`config.mk`:
```
export PLATFORM = sky130hd
export DESIGN_NAME = target_placement_ctrl
export DESIGN_NICKNAME = d
export VERILOG_FILES = /design/src/rtl/snake_pkg.sv /design/src/rtl/addr_hit_cmp.sv /design/src/rtl/target_placement_ctrl.sv
export SDC_FILE = /design/constraint.sdc
export NUM_CORES = 1
export LEC_CHECK = 0
export BUFFER_PORTS_ARGS = -buffer_cell sky130_fd_sc_hd__buf_2
export CAP_MARGIN = 10
export CORE_ASPECT_RATIO = 2
export CORE_MARGIN = 2
export CORE_UTILIZATION = 32
export CTS_CLUSTER_SIZE = 16
export DETAILED_ROUTE_END_ITERATION = 12
export HOLD_SLACK_MARGIN = 0.08
export MAX_ROUTING_LAYER = met4
export RECOVER_POWER = 25
export SLEW_MARGIN = 40
export SYNTH_ARGS = -nofsm -noshare
export SYNTH_HDL_FRONTEND = slang
export SYNTH_HIERARCHICAL = 1
export SYNTH_SLANG_ARGS = --single-unit
```
`constraint.sdc`:
```
create_clock -name CLK -period 2.72 [get_ports CLK]
set_clock_uncertainty 0.15 [all_clocks]
set_input_delay 0.136 -clock CLK [delete_from_list [all_inputs] [get_ports CLK]]
set_output_delay 0.136 -clock CLK [all_outputs]
set_load 0.05 [all_outputs]
```
`src/rtl/snake_pkg.sv`:
```
// Shared snake-game types: coordinate widths, play-field limits, address type,
// the default target cell and the target-placement state encoding.
package snake_pkg;

    localparam int unsigned X_W    = 8;
    localparam int unsigned Y_W    = 7;
    localparam int unsigned ADDR_W = X_W + Y_W;

    localparam int unsigned X_MIN = 1;
    localparam int unsigned X_MAX = 158;
    localparam int unsigned Y_MIN = 1;
    localparam int unsigned Y_MAX = 118;

    typedef logic [ADDR_W-1:0] addr_t;

    localparam addr_t DEF_ADDR = {8'd55, 7'd13};

    typedef enum logic [2:0] {
        ST_IDLE,
        ST_SAMPLE,
        ST_CHECK_BLK,
        ST_CHECK_BODY,
        ST_COMMIT,
        ST_FALLBACK
    } state_t;

    // True when the cell lies strictly inside the wall ring.
    function automatic logic in_field(input addr_t a);
        return (a[ADDR_W-1:Y_W] >= X_W'(X_MIN)) && (a[ADDR_W-1:Y_W] <= X_W'(X_MAX)) &&
               (a[Y_W-1:0]      >= Y_W'(Y_MIN)) && (a[Y_W-1:0]      <= Y_W'(Y_MAX));
    endfunction

endpackage

```
`src/rtl/addr_hit_cmp.sv`:
```
// Parallel full-width equality of one candidate cell against a flattened list
// of cell addresses; shared with the collision logic.
module addr_hit_cmp
    import snake_pkg::*;
#(
    parameter int unsigned NUM = 4
) (
    input  logic [ADDR_W-1:0]     cand,
    input  logic [NUM*ADDR_W-1:0] addrs,
    output logic                  hit_c
);

    always_comb begin
        hit_c = 1'b0;
        for (int k = 0; k < NUM; k++) begin
            if (addrs[k*ADDR_W +: ADDR_W] == cand) hit_c = 1'b1;
        end
    end

endmodule

```
`src/rtl/target_placement_ctrl.sv`:
```
// Places a new apple target: samples the LFSRs, rejects walls, obstacles and
// body cells, retries, and falls back. TARGET_SCAN_FALLBACK_EN enables a field sweep.
module target_placement_ctrl
    import snake_pkg::*;
#(
    parameter int unsigned NUM_BLK   = 4,
    parameter int unsigned MAX_LEN   = 64,
    parameter int unsigned LEN_W     = $clog2(MAX_LEN),
    parameter int unsigned MAX_TRIES = 16
) (
    input  logic                      CLK,
    input  logic                      RESET_N,
    input  logic                      Place_Req,
    input  logic [7:0]                Rand_X,
    input  logic [6:0]                Rand_Y,
    input  logic [NUM_BLK*ADDR_W-1:0] Block_Address,
    input  logic [LEN_W-1:0]          Body_Len,
    output logic [LEN_W-1:0]          Body_Rd_Addr,
    input  logic [ADDR_W-1:0]         Body_Rd_Data,
    output logic [ADDR_W-1:0]         Target_Address,
    output logic                      Place_Done,
    output logic                      Place_Fail,
    output logic                      Busy
);

    localparam int unsigned TRY_W = $clog2(MAX_TRIES + 1);

    state_t             state, state_next;
    addr_t              cand, cand_d;
    logic [TRY_W-1:0]   tries, tries_d;
    logic               scan_vld, scan_vld_d;
    logic [LEN_W-1:0]   rd_addr_d;
    addr_t              target_d;
    logic               done_d, fail_d;

    addr_t  samp;
    logic   samp_ok, blk_hit, body_hit, body_last, reject_c, tries_last;
    state_t reject_state;

    assign samp       = {Rand_X, Rand_Y};
    assign samp_ok    = in_field(samp);
    assign body_hit   = scan_vld && (Body_Rd_Data == cand);
    // Read data lags the index by one cycle, so the last segment is seen when the index equals the length.
    assign body_last  = scan_vld && (Body_Rd_Addr == Body_Len);
    assign tries_last = (tries == TRY_W'(MAX_TRIES - 1));

    assign reject_c = ((state == ST_SAMPLE)     && !samp_ok) ||
                      ((state == ST_CHECK_BLK)  && blk_hit)  ||
                      ((state == ST_CHECK_BODY) && body_hit);

    addr_hit_cmp #(.NUM(NUM_BLK)) u_blk_cmp (
        .cand  (cand),
        .addrs (Block_Address),
        .hit_c (blk_hit)
    );

`ifdef TARGET_SCAN_FALLBACK_EN
    localparam int unsigned SWEEP_CELLS = (X_MAX - X_MIN + 1) * (Y_MAX - Y_MIN + 1);
    localparam int unsigned SWEEP_W     = $clog2(SWEEP_CELLS + 1);

    logic               sweep_on, sweep_on_d;
    logic [SWEEP_W-1:0] sweep_cnt, sweep_cnt_d;
    logic               sweep_end;

    assign sweep_end = (sweep_cnt == SWEEP_W'(SWEEP_CELLS));

    // Next cell in raster order; out-of-field coordinates snap back into the field.
    function automatic addr_t step_cell(input addr_t a);
        logic [X_W-1:0] x;
        logic [Y_W-1:0] y;
        logic           carry;
        x     = a[ADDR_W-1:Y_W];
        y     = a[Y_W-1:0];
        carry = (x >= X_W'(X_MAX)) || (x < X_W'(X_MIN));
        x     = carry ? X_W'(X_MIN) : x + X_W'(1);
        if ((y < Y_W'(Y_MIN)) || (y > Y_W'(Y_MAX))) y = Y_W'(Y_MIN);
        else if (carry) y = (y == Y_W'(Y_MAX)) ? Y_W'(Y_MIN) : y + Y_W'(1);
        return {x, y};
    endfunction

    assign reject_state = (sweep_on || tries_last) ? ST_FALLBACK : ST_SAMPLE;
`else
    assign reject_state = tries_last ? ST_FALLBACK : ST_SAMPLE;
`endif

    always_ff @(posedge CLK or negedge RESET_N) begin
        if (!RESET_N) state <= ST_IDLE;
        else          state <= state_next;
    end

    always_comb begin
        state_next = state;
        case (state)
            ST_IDLE:       if (Place_Req) state_next = ST_SAMPLE;
            ST_SAMPLE:     state_next = samp_ok ? ST_CHECK_BLK : reject_state;
            ST_CHECK_BLK: begin
                if (blk_hit)               state_next = reject_state;
                else if (Body_Len == '0)   state_next = ST_COMMIT;
                else                       state_next = ST_CHECK_BODY;
            end
            ST_CHECK_BODY: begin
                if (body_hit)       state_next = reject_state;
                else if (body_last) state_next = ST_COMMIT;
            end
            ST_COMMIT:     state_next = ST_IDLE;
`ifdef TARGET_SCAN_FALLBACK_EN
            ST_FALLBACK:   state_next = sweep_end ? ST_IDLE : ST_CHECK_BLK;
`else
            ST_FALLBACK:   state_next = ST_IDLE;
`endif
            default:       state_next = ST_IDLE;
        endcase
    end

    always_comb begin
        cand_d     = cand;
        tries_d    = tries;
        scan_vld_d = scan_vld;
        rd_addr_d  = Body_Rd_Addr;
        target_d   = Target_Address;
        done_d     = 1'b0;
        fail_d     = 1'b0;
`ifdef TARGET_SCAN_FALLBACK_EN
        sweep_on_d  = sweep_on;
        sweep_cnt_d = sweep_cnt;
`endif
        case (state)
            ST_IDLE: begin
                if (Place_Req) tries_d = '0;
`ifdef TARGET_SCAN_FALLBACK_EN
                sweep_on_d  = 1'b0;
                sweep_cnt_d = '0;
`endif
            end
            ST_SAMPLE:    cand_d = samp;
            ST_CHECK_BLK: begin
                rd_addr_d  = '0;
                scan_vld_d = 1'b0;
            end
            ST_CHECK_BODY: begin
                rd_addr_d  = Body_Rd_Addr + LEN_W'(1);
                scan_vld_d = 1'b1;
            end
            ST_COMMIT: begin
                target_d = cand;
                done_d   = 1'b1;
            end
            ST_FALLBACK: begin
`ifdef TARGET_SCAN_FALLBACK_EN
                if (sweep_end) begin
                    target_d = DEF_ADDR;
                    done_d   = 1'b1;
                    fail_d   = 1'b1;
                end else begin
                    cand_d      = step_cell(cand);
                    sweep_on_d  = 1'b1;
                    sweep_cnt_d = sweep_cnt + SWEEP_W'(1);
                end
`else
                target_d = DEF_ADDR;
                done_d   = 1'b1;
                fail_d   = 1'b1;
`endif
            end
            default: ;
        endcase
        if (reject_c) tries_d = tries + TRY_W'(1);
    end

    always_ff @(posedge CLK or negedge RESET_N) begin
        if (!RESET_N) begin
            cand           <= '0;
            tries          <= '0;
            scan_vld       <= 1'b0;
            Body_Rd_Addr   <= '0;
            Target_Address <= DEF_ADDR;
            Place_Done     <= 1'b0;
            Place_Fail     <= 1'b0;
            Busy           <= 1'b0;
        end else begin
            cand           <= cand_d;
            tries          <= tries_d;
            scan_vld       <= scan_vld_d;
            Body_Rd_Addr   <= rd_addr_d;
            Target_Address <= target_d;
            Place_Done     <= done_d;
            Place_Fail     <= fail_d;
            Busy           <= (state_next != ST_IDLE);
        end
    end

`ifdef TARGET_SCAN_FALLBACK_EN
    always_ff @(posedge CLK or negedge RESET_N) begin
        if (!RESET_N) begin
            sweep_on  <= 1'b0;
            sweep_cnt <= '0;
        end else begin
            sweep_on  <= sweep_on_d;
            sweep_cnt <= sweep_cnt_d;
        end
    end
`endif

endmodule

```
==> metrics.txt, run 1 <==
die width=73.8 um; Mapped Area=0.00312 mm^2; CTS tree=built; clock slew at reported path FFs=70 ps; Initial Util=32.3%; min setup slack post-route=39.9 ps; Setup TNS=0 ps; Residual DRC=0; Top FF cell, synth=dfrtp_1; nature of the critical path startpoint=register; R2R depth=10; die footprint=0.0106 mm^2; vias in the first global route=3281; Max H-tree Level=2; TritonCTS Buffers=5; Hold Crit Class=input port to register; first-pass GRT wire length=16800 um; final instance area=0.00437 mm^2; gr ovfl total=0; Hold Vio Cnt, Final=0; Rows=51; P per Cell Area=978 mW/mm^2; met2 Resource Use GR=42.0%; clock group share of total power=16.4%; Place WS=-21.9 ps; part of the cycle the worst path needs=98.5%; Hold WS=91.5 ps; Peak supply drop=377 uV; port bufs=122; Avg Vias per Cell=4.96; Critical R2R Capture=Busy; layout net count=611; syn avg cell area=8.78 um^2; grt met1 use=19.9%; Final Util=45.3%; # clock sinks=48; layout cell share with drive strength beyond 1=36.7%; antenna violations before repair=1; number of enable flip-flop cells after synthesis=0; Worst-Skew Late Latency=290 ps; area delta synth->final=40.2%; Pint=2.27 mW; GP Congestion=1.06; hold path start=Place_Req; met3 usage=2.66%; crit path DAT=2700 ps; fmax=0.373 GHz; Cell variety after synth=42; Die H=144 um; asr flop ratio synth=100%; global-route usage over all layers=22.0%; Pleak=2.15 nW; net switching power=2.00 mW; Final Max Tran Viols=0; HPWL after DPL=8860 um; total design power=4.27 mW; Min-Delay Endpoint=state[0]; synth warn=6; largest net degree at the start of global routing=49; Final Non-Filler Cells=643; Tightest Pin Transition=1200 ps; routed len/inst=17.8 um; final WL=11500 um; minimum clock period=2680 ps; ANT nets after route=0; most used routing layer=met2; Hold Path Stages=3; Combinational Power Share=48.3%; Worst slew margin=19.7%; final setup violation count=0; status=complete, no violations; switching portion of total power=46.9%; initial drt markers=134; worst-path maximum fanout=7; number of synthesized register bits=48; Synthesized Nets=457; Synth Instances=355; Cell Area, Placed=0.00393 mm^2; worst r2r src=cand[9]; Crit Path Category=register to register; setup repair after global routing missed its margin=true; CORE AREA=0.00964 mm^2; Crit. End Element=register; sequential area share after synthesis=38.9%; CTS Buffer Depth=2; Pre-Repair DR Iteration Count=4; # IOs=123; CTS Root Cell=clkbuf_16; max-cap viol count=0; register share of total power=35.3%; reg-to-reg setup timing slack=40 ps; placed insts=612; vias=3188; Crit path required time=2740 ps
[critical path: stages (launching register included)]
cell      delay [ps]
dfrtp_2          500
xor2_1           180
nor4_2           440
nand4_1          150
nand4_1          160
nor2_1            80
or4b_4           220
nand2_2           50
o21ai_2          170
o211ai_2         100
or3_1            350
[power groups by stage]
stage	clock network, mW	registers (mW)	logic (mW)
after CTS	0.714	1.50	1.93
final	0.702	1.51	2.06
after floorplan	0	1.61	1.07
after global routing	0.733	1.54	2.25
after global placement	0	1.49	1.90
after detailed placement	0	1.51	1.90
[cells by family after synthesis]
logic type               synth area share [%]
AND/OR/NAND/NOR                          25.9
AO/OA/AOI/OAI                            8.31
XOR/XNOR                                 22.8
adder cells (fa/ha/maj)                  1.20
buffers and inverters                    2.93
flip-flops                               38.9
[per-layer routing]
layer	up-vias	share of wire (%)
met4	0	5.0
met5	-	0
met1	1488	33
met2	149	57
met3	38	4.7
li1	1513	-
[flip-flops by register name (all words and copies together), names as in the netlist]
| signal | cells |
|---|---|
| Place_Fail | 1 |
| Target_Address | 15 |
| scan_vld | 1 |
| Busy | 1 |
| state | 3 |
| cand | 15 |
| Body_Rd_Addr | 6 |
| tries | 5 |
| Place_Done | 1 |
[how the worst max path moves through the flow]
stage,from,endpoint,slack [ps],cells past startpoint
finish,cand[9],Busy,40,10
global route,cand[9],Busy,-30,10
CTS,cand[5],Busy,0.04,10
detailed placement,cand[12],Busy,-20,10
global placement,cand[10],tries[2],-20,10
floorplan,cand[5],Busy,460,10
[layout by cell type (no fill, tap or decap), types with 5 or more instances in the layout]
master,count
buf_2,118
dlygate4sd3_1,16
o21ai_0,20
xor2_1,73
nor2_1,14
dfrtp_2,12
inv_1,8
nand2_1,85
a21oi_1,7
nand4_1,9
buf_4,16
dfrtp_1,28
xnor2_1,7
nor3_1,7
dfstp_2,8
nor4_2,7
nor4_1,11
nand3_1,11
clkbuf_16,5
[final cells by class]
| cell class | count | area (um^2) |
|---|---|---|
| fillers | 969 | 5270 |
| diodes | 1 | 2.50 |
| well taps | 132 | 165 |
| multi-input cells | 289 | 1850 |
| flip-flops and latches | 48 | 1230 |
| clock buffers | 5 | 125 |
| inverters | 8 | 30.0 |
| repair buffers | 157 | 922 |
| clock inverters | 3 | 42.5 |
[synthesized netlist by cell type, types with 2 or more instances]
master / instances / area share, %
clkbuf_8: 2 / 0.88
a211o_1: 2 / 0.56
o21ai_0: 20 / 3.2
nor3b_1: 2 / 0.48
nor3_1: 7 / 1.1
clkbuf_1: 7 / 0.84
nor4_1: 13 / 2.6
nor4_2: 6 / 2.4
dfstp_2: 8 / 6.7
ha_1: 3 / 1.2
xnor2_1: 7 / 2.0
xor2_1: 74 / 21
o21ai_1: 2 / 0.32
or4_4: 2 / 0.72
nand3_1: 11 / 1.8
nor2_1: 14 / 1.7
a21oi_1: 7 / 1.1
o22ai_1: 4 / 0.80
nand4_1: 9 / 1.8
nand2_1: 87 / 10
dfrtp_1: 40 / 32
inv_1: 8 / 0.96
[what timing repair did]
| item | CTS | global route |
|---|---|---|
| hold endpoints to repair | 55 | 0 |
| setup endpoints to repair | 3 | 4 |
| gates resized for setup | 3 | 17 |
| hold buffers | 16 | 0 |
| pin swaps | 0 | 9 |
| buffers inserted | 0 | 6 |
(Power assumes the default switching activity.)
==> run 2, diff against run 1 <==
--- a/config.mk
+++ b/config.mk
@@ -17,2 +17,3 @@
 export RECOVER_POWER = 25
+export REMOVE_ABC_BUFFERS = 1
 export SLEW_MARGIN = 40
--- a/constraint.sdc
+++ b/constraint.sdc
@@ -4,2 +4,2 @@
 set_output_delay 0.136 -clock CLK [all_outputs]
-set_load 0.05 [all_outputs]
+set_load 0.1 [all_outputs]
==> run 2 against run 1 <==
Utilization up 0.65 points. First-iteration DRC count down 5.2%. Register-to-register slack better by 20 ps. Worst hold slack better by 96 ps. Design area up 1.4%. Worst setup slack better by 18 ps. Critical path depth unchanged. Maximum frequency up 0.66%. Non-clock buffer count up 10. Via count down 1.8%. Power up 8.3%. Critical endpoint unchanged.
==> metrics.txt, run 2 (synthesis results as in run 1) <==
CTS Buffer Depth=2 (unchanged); commonest cells after routing, fill and taps aside=buf_2 (121), nand2_1 (87), xor2_1 (74); Max H-tree Level=2 (unchanged); Tightest Pin Transition=1180 ps (-28.4 ps); clock group share of total power=15.7% (-0.7 points); initial drt markers=127 (-5.2%); Avg Vias per Cell=4.80 (-3.1%); Residual DRC=0 (unchanged); Crit Path Category=register to register; Hold Crit Class=input port to register; net switching power=2.26 mW (+13%); gr ovfl total=0 (unchanged); first-pass GRT wire length=16000 um (-4.6%); Initial Util=32.3% (unchanged); largest registers=Target_Address x15, cand x15, Body_Rd_Addr x6; Rows=51 (unchanged); largest net degree at the start of global routing=49 (unchanged); vias in the first global route=3129 (-4.6%); status=complete, no violations; Hold WS=188 ps (+96.0 ps); Reg area=0.00123 mm^2 (+0.20%); P per Cell Area=1040 mW/mm^2 (+6.7%); register share of total power=32.2% (-3.1 points); Pre-Repair DR Iteration Count=5 (+1); Cell Area, Placed=0.00394 mm^2 (+0.25%); Worst-Skew Late Latency=290 ps (about the same); Combinational Power Share=52.2% (+3.9 points); port bufs=122 (unchanged); CP max stage delay=500 ps (about the same); ANT nets after route=0 (unchanged); critical path's most frequent cell=nand4_1; crit path DAT=2680 ps (-20 ps); CTS Root Cell=clkbuf_16; Die H=144 um (unchanged); antenna violations before repair=0 (-1); worst-path maximum fanout=7 (unchanged); switching portion of total power=48.9% (+2.0 points); CTS tree=built; area delta synth->final=42.2%; TritonCTS Buffers=5 (unchanged); part of the cycle the worst path needs=97.9% (-0.65 points); # clock sinks=48 (unchanged); max-cap viol count=0 (unchanged); HPWL after DPL=8830 um (-0.27%); Worst slew margin=21.6% (+1.9 points); Crit path required time=2740 ps (about the same); Peak supply drop=349 uV (-7.5%); die footprint=0.0106 mm^2 (unchanged); final instance area=0.00443 mm^2 (+1.4%); die width=73.8 um (unchanged); Hold Vio Cnt, Final=0 (unchanged); Pleak=2.22 nW (+2.9%); nature of the critical path startpoint=register; final setup violation count=0 (unchanged); Crit. End Element=register; layout cell share with drive strength beyond 1=38.5% (+1.8 points); Multi-input gate area=0.00184 mm^2 (-0.88%); routed len/inst=16.9 um (-5.3%); # IOs=123 (unchanged); clock slew at reported path FFs=60 ps (about the same); vias=3132 (-1.8%); Ant. Diodes=0 (-1); crit path max-delay cell type=dfrtp_2; GP Congestion=0.917 (-13%); final WL=11000 um (-3.9%); Place WS=-1.46 ps (+20.4 ps); # fillers=956 (-1.3%); CORE AREA=0.00964 mm^2 (unchanged); Final Max Tran Viols=0 (unchanged); global-route usage over all layers=21.3% (-0.71 points); commonest non-fill, non-tap cell in the layout=buf_2; Pint=2.36 mW (+4.1%); minimum clock period=2660 ps (-17.6 ps); worst path cell trace=xor2_1, nor4_2, nand4_1, nand4_1, nor2_1, or4b_4, nand2_1, o21ai_2, o211ai_2, or3_1; fmax=0.376 GHz (+0.66%); layout net count=621 (+1.6%); min setup slack post-route=57.4 ps (+17.6 ps)
## run 2: changes by cell type in the layout (fill, tap and decap cells not counted), moves of 2 or more
cell,previous run,this run
nand2_1,85,87
buf_4,16,28
nand2_2,2,0
buf_2,118,121
dfrtp_1,28,26
dfrtp_2,12,14
clkbuf_1,4,0
## run 2: power by group through the flow
stage	clock network, mW	registers, mW	logic [mW]
3_3_place_gp	0	1.50	2.20
2_1_floorplan	0	1.93	0.998
6_report	0.724	1.49	2.41
4_1_cts	0.741	1.50	2.24
5_1_grt	0.765	1.53	2.61
3_5_place_dp	0	1.50	2.21
## run 2: metrics by stage
step	instances	power [mW]	TNS, ps	utilization (%)
finish	652	4.62	0	46.0
detailed placement	613	3.71	-1.46	40.9
global route	652	4.90	-6.16	46.0
floorplan	345	2.93	0	-
CTS	638	4.48	0	44.5
global placement	613	3.69	0	40.8
## run 2: path summary, 6_finish.rpt
kind	from	endpoint	slack (ps)	cells after the start
hold reg to reg	Target_Address[0]	Target_Address[0]	330	2
setup reg to reg	cand[5]	Busy	60	10
setup / recovery	cand[5]	Busy	60	10
max in group asynchronous	RESET_N	cand[14]	1150	2
min in group asynchronous	RESET_N	Place_Fail	460	2
hold / removal	Body_Len[1]	state[2]	190	5
## run 2: per-layer routing
layer / track usage, % / vias to the layer above / wire [um]
li1: - / 1535 / -
met1: 18.1 / 1451 / 3570
met2: 43.2 / 123 / 6630
met3: 2.24 / 23 / 440
met4: 9.76 / 0 / 386
met5: - / - / 0
## run 2: critical path: cells and delay by family, from the launching register on
family          cells  cell delay [ps]
compound gates      2              230
simple gates        7             1440
xor+xnor            1              210
flops               1              500
## run 2: cell type report
cell class / count / share of cell area (%)
Multi-Input combinational cell: 289 / 41.5
Sequential cell: 48 / 27.7
Timing Repair Buffer: 167 / 22.4
Tap cell: 132 / 3.73
Clock buffer: 6 / 3.14
Clock inverter: 2 / 0.876
Inverter: 8 / 0.678
## run 2: what timing repair did
action | CTS | global route
hold endpoints to repair | 57 | 0
setup buffers | 0 | 14
hold buffers | 17 | 0
endpoints found under the setup margin | 1 | 2
resized for setup | 3 | 15
pin swaps | 0 | 5
==> run 3, diff against run 2 <==
- SYNTH_HIERARCHICAL: 1 -> unset
==> run 3 against run 2 <==
First-iteration DRC count is 20% lower. Sequential power hardly changed. Worst setup slack better by 36 ps. Final cell count is 9.0% lower. Count of clock-buffer cells in the layout stayed put. Register-to-register slack better by 40 ps. Synthesized area is 0.20% higher. Critical path type unchanged.
==> metrics.txt, run 3 <==
port bufs=122 (unchanged); gr ovfl total=0 (unchanged); Hold Crit Class=input port to register; global-route usage over all layers=19.7% (-1.6 points); Peak supply drop=461 uV (+32%); Worst Setup EP=tries[0]; Die H=144 um (about the same); Worst-Skew Late Latency=300 ps (about the same); TritonCTS Buffers=5 (unchanged); leading area contributor after synthesis=dfrtp_1; worst r2r src=cand[5]; routed len/inst=17.0 um (+0.34%); final WL=10100 um (-8.7%); # clock sinks=48 (unchanged); Hold WS=141 ps (-46.5 ps); minimum clock period=2630 ps (-36.4 ps); ANT nets after route=0 (unchanged); Mapped Area=0.00312 mm^2 (+0.20%); count leader, synth=xnor2_1; Critical R2R Capture=tries[0]; GP Congestion=0.922 (+0.48%); Cell variety after synth=36 (-14%); number of synthesized register bits=48 (unchanged); CP top delay family=compound AO/OA/AOI/OAI gates; Synth area leaders=dfrtp_1 (32%), xnor2_1 (16%), xor2_1 (7.0%); HPWL after DPL=8130 um (-8.0%); final setup violation count=0 (unchanged); antenna violations before repair=0 (unchanged); Multi-input gate area=0.00179 mm^2 (-2.8%); synth warn=0 (-6); die footprint=0.0106 mm^2 (+0.19%); Pre-Repair DR Iteration Count=4 (-1); Reg area=0.00121 mm^2 (-1.4%); clock slew at reported path FFs=70 ps (about the same); CTS Root Cell=clkbuf_16; max-cap viol count=0 (unchanged); Commonest cells post-synth=xnor2_1 (56), nand2_1 (45), dfrtp_1 (40); Pleak=1.82 nW (-18%); sequential area share after synthesis=38.8% (-0.078 points); CTS tree=built; worst-path maximum fanout=8 (+1); layout net count=562 (-9.5%); vias in the first global route=2959 (-5.4%); Top FF cell, synth=dfrtp_1; area delta synth->final=32.5%; Worst Path Buf+Inv=0 (unchanged); Max H-tree Level=2 (unchanged); Stages on worst setup path=6 (-4); Synth top area share=32.1% (-0.064 points); asr flop ratio synth=100% (unchanged); Rows=51 (unchanged); syn avg cell area=9.32 um^2 (+6.2%); Crit. Startpoint=cand[5]; post-cts resize count=0 (-3); crit path DAT=2690 ps (about the same); reg-to-reg setup timing slack=90 ps (+40 ps); Residual DRC=0 (unchanged); layout cell share with drive strength beyond 1=33.6% (-4.8 points); Final Max Tran Viols=0 (unchanged); Setup TNS=0 ps (unchanged); setup repair after global routing missed its margin=false; fmax=0.381 GHz (+1.4%); CTS Buffer Depth=2 (unchanged); die width=73.8 um (about the same); Initial Util=32.4% (+0.065 points); number of enable flip-flop cells after synthesis=0 (unchanged); status=complete, no violations; vias=2886 (-7.9%); commonest non-fill, non-tap cell in the layout=buf_2; CP max stage delay=540 ps (+40 ps); # IOs=123 (unchanged); nature of the critical path startpoint=register; R2R depth=6 (-4); Hold Vio Cnt, Final=0 (unchanged); CORE AREA=0.00964 mm^2 (unchanged); Crit Path Category=register to register; # fillers=972 (+1.7%); crit path max-delay cell type=nor4_1; largest registers=Target_Address x15, cand x15, Body_Rd_Addr x6; Crit. End Element=register; Synth Instances=335 (-5.6%); part of the cycle the worst path needs=96.5% (-1.3 points); first-pass GRT wire length=14800 um (-7.3%); initial drt markers=102 (-20%); Tightest Pin Transition=1330 ps (+157 ps); Worst slew margin=11.1% (-10 points); commonest cells after routing, fill and taps aside=buf_2 (114), xnor2_1 (56), nand2_1 (44); Avg Vias per Cell=4.87 (+1.3%); P per Cell Area=1050 mW/mm^2 (+0.23%); largest net degree at the start of global routing=32 (-35%); Crit path required time=2790 ps (+50 ps); Ant. Diodes=0 (unchanged); worst path cell trace=xor2_1, nor4_1, a31oi_1, a211o_1, a21oi_4, mux2i_1
-- run 3: cell count changes after synthesis, moves of 15 or more --
| cell | delta |
|---|---|
| xor2_1 | -49 |
| xnor2_1 | +49 |
| mux2_2 | +15 |
| buf_2 | +16 |
| nand2_1 | -42 |
-- run 3: cell type report --
| cell class | instances | share of cell area (%) |
|---|---|---|
| clock buffer | 6 | 3.12 |
| clock inverter | 2 | 0.847 |
| inverter | 7 | 0.635 |
| multi-input combinational | 257 | 43.2 |
| sequential | 48 | 29.3 |
| tap | 132 | 3.99 |
| timing repair buffer | 141 | 18.9 |
-- run 3: worst min-delay path: cells and delay by family --
kind	cells	cell delay, ps
simple gates	3	230
buf+inv	1	100
compound gates	1	80
-- run 3: layer usage --
metal	up-vias	wire length (um)	global-route usage [%]
li1	1391	-	-
met1	1341	3590	19.2
met2	128	5460	35.8
met3	26	513	2.59
met4	0	503	11.6
met5	-	0	-
-- run 3: logic make-up after synthesis --
family	Yosys count	synth area share (%)
compound gates	42	8.90
xor+xnor	81	22.7
fa+ha+maj	3	1.20
buf+inv	30	4.25
flops	48	38.8
mux	18	6.37
simple gates	113	17.8
-- run 3: what timing repair did --
item                      CTS  global route
hold endpoints to repair   37             0
setup buffers               0             0
hold buffers               16             0
-- run 3: worst min path at each step --
| stage | startpoint | endpoint | slack [ps] | cells after the start |
|---|---|---|---|---|
| floorplan | RESET_N | Body_Rd_Addr[0] | -310 | 0 |
| finish | Body_Len[1] | state[1] | 140 | 5 |
| CTS | Body_Len[1] | state[1] | 140 | 5 |
| global placement | RESET_N | Target_Address[10] | 2 | 1 |
| global route | Body_Len[1] | state[1] | 200 | 5 |
| detailed placement | RESET_N | Target_Address[10] | 4 | 1 |
-- run 3: report_power, final --
group          internal, mW  total, mW  switching, mW
Clock                 0.433      0.702          0.269
Sequential            0.976       1.48          0.506
Combinational         0.837       2.14           1.31
Total                  2.25       4.33           2.08
-- run 3: stage by stage --
stage	worst slack (ps)	total power [mW]	instances	area (um^2)	utilization, %
global placement	186	3.59	569	3820	39.6
CTS	97.9	4.37	593	4150	43.0
detailed placement	107	3.64	569	3820	39.7
finish	93.8	4.33	593	4140	42.9
floorplan	26.0	3.02	312	3020	-
global route	45.9	4.58	593	4140	42.9
